===== src/rtl/uart_rx_capture.sv =====
// 8N1 UART receiver feeding a first-word-fall-through byte FIFO, with sticky error flags.
// Optional parity bit between data and stop when UART_RX_PARITY_EN is defined.
module uart_rx_capture #(
  parameter int unsigned CLKS_PER_BIT = 16,
  parameter int unsigned FIFO_DEPTH   = 16,
  parameter int unsigned CNT_W        = $clog2(FIFO_DEPTH) + 1
`ifdef UART_RX_PARITY_EN
  , parameter bit        PARITY_ODD   = 1'b0
`endif
) (
  input  logic             HCLK,
  input  logic             HRESETn,
  input  logic             rx,
  input  logic             rd_en,
  input  logic             err_clr,
  output logic [7:0]       rd_data,
  output logic             empty,
  output logic             full,
  output logic [CNT_W-1:0] count,
  output logic             busy,
  output logic             frame_err,
  output logic             overrun,
  output logic             parity_err
);

  localparam int unsigned CW    = $clog2(CLKS_PER_BIT);
  localparam int unsigned AW    = $clog2(FIFO_DEPTH);
  localparam int unsigned PTR_W = AW + 1;

  localparam logic [CW-1:0] HALF_M1 = CW'(CLKS_PER_BIT / 2 - 1);
  localparam logic [CW-1:0] FULL_M1 = CW'(CLKS_PER_BIT - 1);

  localparam logic [2:0] IDLE      = 3'd0;
  localparam logic [2:0] START     = 3'd1;
  localparam logic [2:0] DATA      = 3'd2;
`ifdef UART_RX_PARITY_EN
  localparam logic [2:0] PARITY    = 3'd3;
`endif
  localparam logic [2:0] STOP      = 3'd4;
  localparam logic [2:0] WAIT_IDLE = 3'd5;

  logic [2:0]       state;
  logic             rx_m, rx_s, rx_p;
  logic [CW-1:0]    cnt;
  logic [2:0]       bit_idx;
  logic [7:0]       shreg;
  logic [PTR_W-1:0] wptr, rptr;
  logic [7:0]       mem [FIFO_DEPTH];

  logic tick_half, tick_full;
  logic push, fe_set, do_pop, do_push, ovr_set;

  assign tick_half = (cnt == HALF_M1);
  assign tick_full = (cnt == FULL_M1);
  assign push      = (state == STOP) && tick_full && rx_s;
  assign fe_set    = (state == STOP) && tick_full && !rx_s;

  assign empty   = (wptr == rptr);
  assign full    = (wptr[AW] != rptr[AW]) && (wptr[AW-1:0] == rptr[AW-1:0]);
  assign count   = CNT_W'(wptr - rptr);
  assign busy    = (state != IDLE);
  assign rd_data = empty ? 8'h00 : mem[rptr[AW-1:0]];

  // A pop frees the slot in the same cycle, so a push into a full FIFO still lands when rd_en is high.
  assign do_pop  = rd_en && !empty;
  assign do_push = push && (!full || do_pop);
  assign ovr_set = push && full && !do_pop;

  always_ff @(posedge HCLK) begin
    if (!HRESETn) begin
      rx_m      <= 1'b1;
      rx_s      <= 1'b1;
      rx_p      <= 1'b1;
      state     <= IDLE;
      cnt       <= '0;
      bit_idx   <= '0;
      shreg     <= '0;
      wptr      <= '0;
      rptr      <= '0;
      frame_err <= 1'b0;
      overrun   <= 1'b0;
    end else begin
      rx_m      <= rx;
      rx_s      <= rx_m;
      rx_p      <= rx_s;
      frame_err <= fe_set  | (frame_err & ~err_clr);
      overrun   <= ovr_set | (overrun & ~err_clr);
      if (do_push) wptr <= wptr + PTR_W'(1);
      if (do_pop)  rptr <= rptr + PTR_W'(1);

      case (state)
        IDLE: begin
          if (rx_p && !rx_s) begin
            state   <= START;
            cnt     <= '0;
            bit_idx <= '0;
          end
        end
        START: begin
          if (tick_half) begin
            cnt   <= '0;
            state <= rx_s ? IDLE : DATA;
          end else begin
            cnt <= cnt + CW'(1);
          end
        end
        DATA: begin
          if (tick_full) begin
            cnt     <= '0;
            shreg   <= {rx_s, shreg[7:1]};
            bit_idx <= bit_idx + 3'd1;
            if (bit_idx == 3'd7) begin
`ifdef UART_RX_PARITY_EN
              state <= PARITY;
`else
              state <= STOP;
`endif
            end
          end else begin
            cnt <= cnt + CW'(1);
          end
        end
`ifdef UART_RX_PARITY_EN
        PARITY: begin
          if (tick_full) begin
            cnt   <= '0;
            state <= STOP;
          end else begin
            cnt <= cnt + CW'(1);
          end
        end
`endif
        STOP: begin
          if (tick_full) begin
            cnt   <= '0;
            state <= rx_s ? IDLE : WAIT_IDLE;
          end else begin
            cnt <= cnt + CW'(1);
          end
        end
        WAIT_IDLE: begin
          if (rx_s) state <= IDLE;
        end
        default: state <= IDLE;
      endcase
    end
  end

  always_ff @(posedge HCLK) begin
    if (do_push) mem[wptr[AW-1:0]] <= shreg;
  end

`ifdef UART_RX_PARITY_EN
  logic par_set;
  assign par_set = (state == PARITY) && tick_full && ((^shreg ^ rx_s) != PARITY_ODD);

  always_ff @(posedge HCLK) begin
    if (!HRESETn) parity_err <= 1'b0;
    else          parity_err <= par_set | (parity_err & ~err_clr);
  end
`else
  assign parity_err = 1'b0;
`endif

endmodule


===== config.mk =====
export PLATFORM = sky130hd
export DESIGN_NAME = uart_rx_capture
export DESIGN_NICKNAME = d
export VERILOG_FILES = /design/src/rtl/uart_rx_capture.sv
export SDC_FILE = /design/constraint.sdc
export NUM_CORES = 1
export LEC_CHECK = 0
export ABC_AREA = 1
export CAP_MARGIN = 20
export CORE_MARGIN = 4
export CORE_UTILIZATION = 61
export CTS_CLUSTER_SIZE = 24
export DETAILED_ROUTE_END_ITERATION = 16
export PLACE_DENSITY = 0.79
export SLEW_MARGIN = 20
export SYNTH_ARGS = -nofsm -noshare
export SYNTH_HDL_FRONTEND = slang
export SYNTH_SLANG_ARGS = --single-unit

===== constraint.sdc =====
create_clock -name HCLK -period 2.68 [get_ports HCLK]
set_input_delay 0.536 -clock HCLK [delete_from_list [all_inputs] [get_ports HCLK]]
set_output_delay 0.536 -clock HCLK [all_outputs]
set_load 0.005 [all_outputs]

### Word-level counts from Yosys, hierarchy flattened

Memory sizes are Yosys's and may differ from the RTL's. A register that Yosys moved wholly into a read port is not among the register bits.
Index checks and enable logic that the tools add are counted.

* add/subtract/negate cells: 5
* eq/ne operators: 16
* muxes and demuxes: 21
* bitwise operators: 5
* reduce and logical (&&, ||, !) cells: 23

Operators by type and width (count)
* $mux 3: 9
* $mux 4: 5
* $pmux 3 s5: 1
* $ne 2x2->1 const B: 6
* $pmux 4 s3: 1
* $add 5x1->5 const B: 2
* $eq 3x3->1 const B: 3
* $logic_and 1x1->1: 9
* $mux 8: 1
* $pmux 3 s2: 1
* $reduce_and 6->1: 1
* $reduce_bool 3->1: 2
* $eq 5x5->1: 1
* $sub 5x5->5: 1
* $add 4x1->4 const B: 1
* $eq 4x3->1 const B: 1
* $eq 4x4->1: 1
* $eq 4x4->1 const B: 1
* $logic_not 1->1: 4
* $reduce_and 2->1: 2
* $add 3x1->3 const B: 1
* $eq 3x1->1 const B: 1
* $eq 3x2->1 const B: 1
* $logic_not 3->1: 1
* 10 further kinds: 13

* flip-flop bits (word level): 33
* memory bits (writable): 128
* input port bits: 5
* output and inout bits: 19
* word-level logic and storage cells: 82
* memories: 1

Memories
* mem: depth 16, bits a word 8, rd ports 1, clocked after Yosys merged registers in 1, wr ports 1, RTL line 48 `logic [7:0] mem [FIFO_DEPTH];`

### Longest topological paths before layout

* depth after elaboration: 7
* depth in mapped cells: 10
* mapped depth without buffers: 10

### Worst setup path before layout

No wires, ideal clock.

* path kind: flip-flop to flip-flop
* start: reg cnt[0]
* end: mem mem[11][0], enable pin
* library setup time: 0.370 ns
* arrival time: 1.640 ns
* data required time: 2.310 ns
* slack: 0.670 ns
* cell stages (with the launch flop): 8
* path buffers: 0
* period minus slack after synthesis: 2.010 ns
* path through: dfxtp_1 ha_1 nand3_2 nor3_4 nand2_4 inv_6 nand3_4 nor2_1

* longest elaborated chain between the ends: 6

RTL lines
* start, declared: RTL line 44 `logic [CW-1:0] cnt;`
* start signal, assigned: RTL line 104 `cnt <= cnt + CW'(1);`
* start signal, assigned: RTL line 120 `cnt <= cnt + CW'(1);`
* start signal, assigned: RTL line 138 `cnt <= cnt + CW'(1);`
* $eq 4x4->1: RTL line 54 `assign tick_full = (cnt == FULL_M1);`
* $logic_and 1x1->1 (2 in a row): RTL line 55 `assign push = (state == STOP) && tick_full && rx_s;`
* $logic_and 1x1->1: RTL line 66 `assign do_push = push && (!full || do_pop);`
* $mux 1: RTL line 150 `if (do_push) mem[wptr[AW-1:0]] <= shreg;`
* $mux 1 (not written as such): RTL line 150
* end, declared: RTL line 48

No other way between the ends.

### Worst setup path in the final report

* start: reg rptr[0]
* end: out count[1]

* longest elaborated chain between the ends: 1

RTL lines
* start, declared: RTL line 47 `logic [PTR_W-1:0] wptr, rptr;`
* start signal, assigned: RTL line 89 `if (do_pop) rptr <= rptr + PTR_W'(1);`
* $sub 5x5->5: RTL line 60 `assign count = CNT_W'(wptr - rptr);`
* end, declared: RTL line 19 `output logic [CNT_W-1:0] count,`

No other way between the ends.

==> results by group <==
Outcome
  • Run status: complete, no violations

Clock network
  • Number of H-tree levels: 4
  • Sink Count: 165
  • Root Driver: clkbuf_16
  • Clock edge transition at the registers on the reported setup and hold paths: 0.07 ns
  • Num CTS Buffers: 17
  • CTS tree: done
  • Clock Latency Late Sink: 0.42 ns
  • Longest Clk Path Bufs: 2
  • Hold Buf Count CTS: 0

Floorplan
  • Core Area: 0.0114 mm²
  • Top Ports: 24
  • Die area: 0.0134 mm²
  • Std-Cell Rows: 39
  • Initial Util: 0.621
  • Die X: 116 µm
  • Die Y: 116 µm

Logic synthesis
  • Syn. warnings: 0
  • Number of synthesized flops with an enable pin: 128
  • Post-synth cell types: 32
  • Top_reg_cell synth: edfxtp_1
  • Post-Syn Area per Cell: 10.1 µm²
  • Register area share after synthesis: 0.646
  • Area share of the largest cell type after synthesis: 0.542
  • Count leader, synth: nand2_1
  • Synth Instances: 699
  • Top area cells in the synthesized netlist: edfxtp_1 (54%), nand2_1 (11%), dfxtp_1 (10%)
  • FF+latch count, synth: 165
  • Syn_nets: 717
  • Syn Std Cell Area: 0.00709 mm²
  • Yosys top cell by area: edfxtp_1
  • Asr flop ratio synth: 0
  • Synth cell count leaders: nand2_1 (206), edfxtp_1 (128), nand3_1 (113)

STA
  • Final hold viol count: 0
  • Tmin final: 2.62 ns
  • # setup viols final: 0
  • Post-route clock period utilization: 0.978
  • Max Freq: 381 MHz
  • Slew Limit Fails: 0
  • RSZ-0062 raised after global routing: false
  • Worst slew margin: 0.489
  • Setup TNS: 0 ns
  • Worst Tran Pin Value: 0.766 ns
  • Clock Skew: 0.00914 ns

Global route
  • Initial antenna violation count: 0
  • First-pass GRT wire length: 27.9 mm
  • Grt ovf: 0
  • GRT Util Overall: 0.277
  • Number of global-route vias before repair: 5353
  • Largest net degree at the start of global routing: 34

Critical path
  • Critical Path End Type: output pin
  • Setup crit start kind: register
  • Crit Path Max Fanout: 4
  • Arrival @ worst endpoint: 2.09 ns
  • CP Class: reg2out
  • Required time of the worst setup path: 2.14 ns

Drt
  • DRC errors left: 0
  • Via count: 5411
  • DRT iter0 DRCs: 707
  • WL/cell: 19.4 µm
  • Total wire length: 17.7 mm
  • Pre-antenna DRT Iters: 5
  • Vias/cell: 5.95
  • ANT nets after route: 0

Worst hold path
  • Hold crit path type: reg2reg

Place
  • Post-Place Cells: 865
  • Cell Area, Placed: 0.00762 mm²
  • Routability Congestion: 0.848
  • PortBufs: 22
  • DP HPWL: 10.3 mm

Job
  • Max-cap violation count: 0

Layout
  • Design area: 0.00846 mm²
  • Nets: 771
  • ANT cells: 0
  • Synth-to-layout area growth: 19.3%
  • Core Util, Final: 0.741
  • Layout cells sized above 1: 0.150
  • Final std cells w/o fill: 909

Power
  • Power per cell area: 727 mW/mm²
  • Worst vdd ir: 0.492 mV
  • Leakage: 3.56 nW
==> power breakdown <==
| part | switching, mW | internal [mW] |
|---|---|---|
| logic | 0.587 | 0.366 |
| clock network | 0.978 | 1.39 |
| registers | 0.0550 | 2.77 |
==> cell type report <==
class,count,area (µm²)
well taps,143,179
fillers,741,2960
clock inverters,8,56.3
clock buffers,24,528
repair buffers,63,631
flip-flops and latches,165,4600
multi-input cells,469,2320
inverters,37,149
==> metal layers <==
metal / vias to the layer above / GRT usage / share of wire
met5: - / 0 / 0
met4: 0 / 0.125 / 0.037
met3: 61 / 0.0663 / 0.086
met2: 316 / 0.465 / 0.51
met1: 2552 / 0.341 / 0.37
li1: 2482 / - / -
==> kinds of logic after synthesis <==
family	share of synthesized area
compound gates	0.0351
xor+xnor	0.0123
fa+ha+maj	0.0240
buf+inv	0.0381
flops	0.646
other cells	0.000529
simple gates	0.244
==> final timing paths <==
path / from / end / slack (ns) / cells past startpoint
min: rx_m / rx_s / 0.41 / 1
max: rptr[0] / count[1] / 0.06 / 4
min reg2reg: rx_m / rx_s / 0.41 / 1
max reg2reg: rptr[0] / mem[1][5] / 0.53 / 11
==> stage by stage <==
step	power (mW)	setup slack, ns	hold WS, ns
global placement	3.67	0.137	0.397
finish	6.15	0.0584	0.413
CTS	6.11	0.0196	0.413
global route	6.40	0.000160	0.427
detailed placement	3.72	0.0768	0.398
floorplan	3.45	0.670	0.393
==> flip-flops by register name, summed over array words and instances (netlist names), named ones only <==
| signal | cells |
|---|---|
| mem | 128 |
| shreg | 8 |
| rptr | 5 |
| wptr | 5 |
| cnt | 4 |
| bit_idx | 3 |
| state | 3 |
| frame_err | 1 |
| overrun | 1 |
| rx_m | 1 |
| rx_p | 1 |
| rx_s | 1 |
==> critical path, stage by stage, from the launching register on <==
cell	delay [ns]
dfxtp_1	0.42
ha_2	0.24
fa_2	0.45
inv_1	0.06
clkdlybuf4s50_1	0.49
==> layout by cell type (no fill, tap or decap), types with 3 or more instances in the layout <==
cell type | synthesis | layout
buf_4 | 1 | 29
clkdlybuf4s50_1 | 0 | 10
ha_1 | 12 | 8
xor2_1 | 5 | 5
edfxtp_1 | 128 | 128
nand2_4 | 4 | 4
clkbuf_2 | 1 | 5
dfxtp_1 | 37 | 31
clkbuf_16 | 0 | 21
xnor2_1 | 5 | 5
nand2_1 | 206 | 206
o21ai_0 | 21 | 19
a21oi_2 | 1 | 7
a21oi_1 | 23 | 17
nand3_2 | 3 | 4
ha_4 | 0 | 3
nor2_2 | 3 | 3
dlygate4sd2_1 | 0 | 10
nor2_1 | 60 | 59
buf_6 | 0 | 4
inv_4 | 0 | 4
buf_12 | 0 | 4
inv_1 | 35 | 33
inv_6 | 1 | 4
dfxtp_2 | 0 | 4
nand3_1 | 113 | 112
==> timing repair <==
action                                  4_1_cts  5_1_grt
setup buffers                                 7        1
cloned                                        3        1
endpoints found under the setup margin       14       11
gates resized for setup                      36       15
hold endpoints to repair                      0        0
pin swaps                                     3        4
Power figures use the tool's default switching activity.
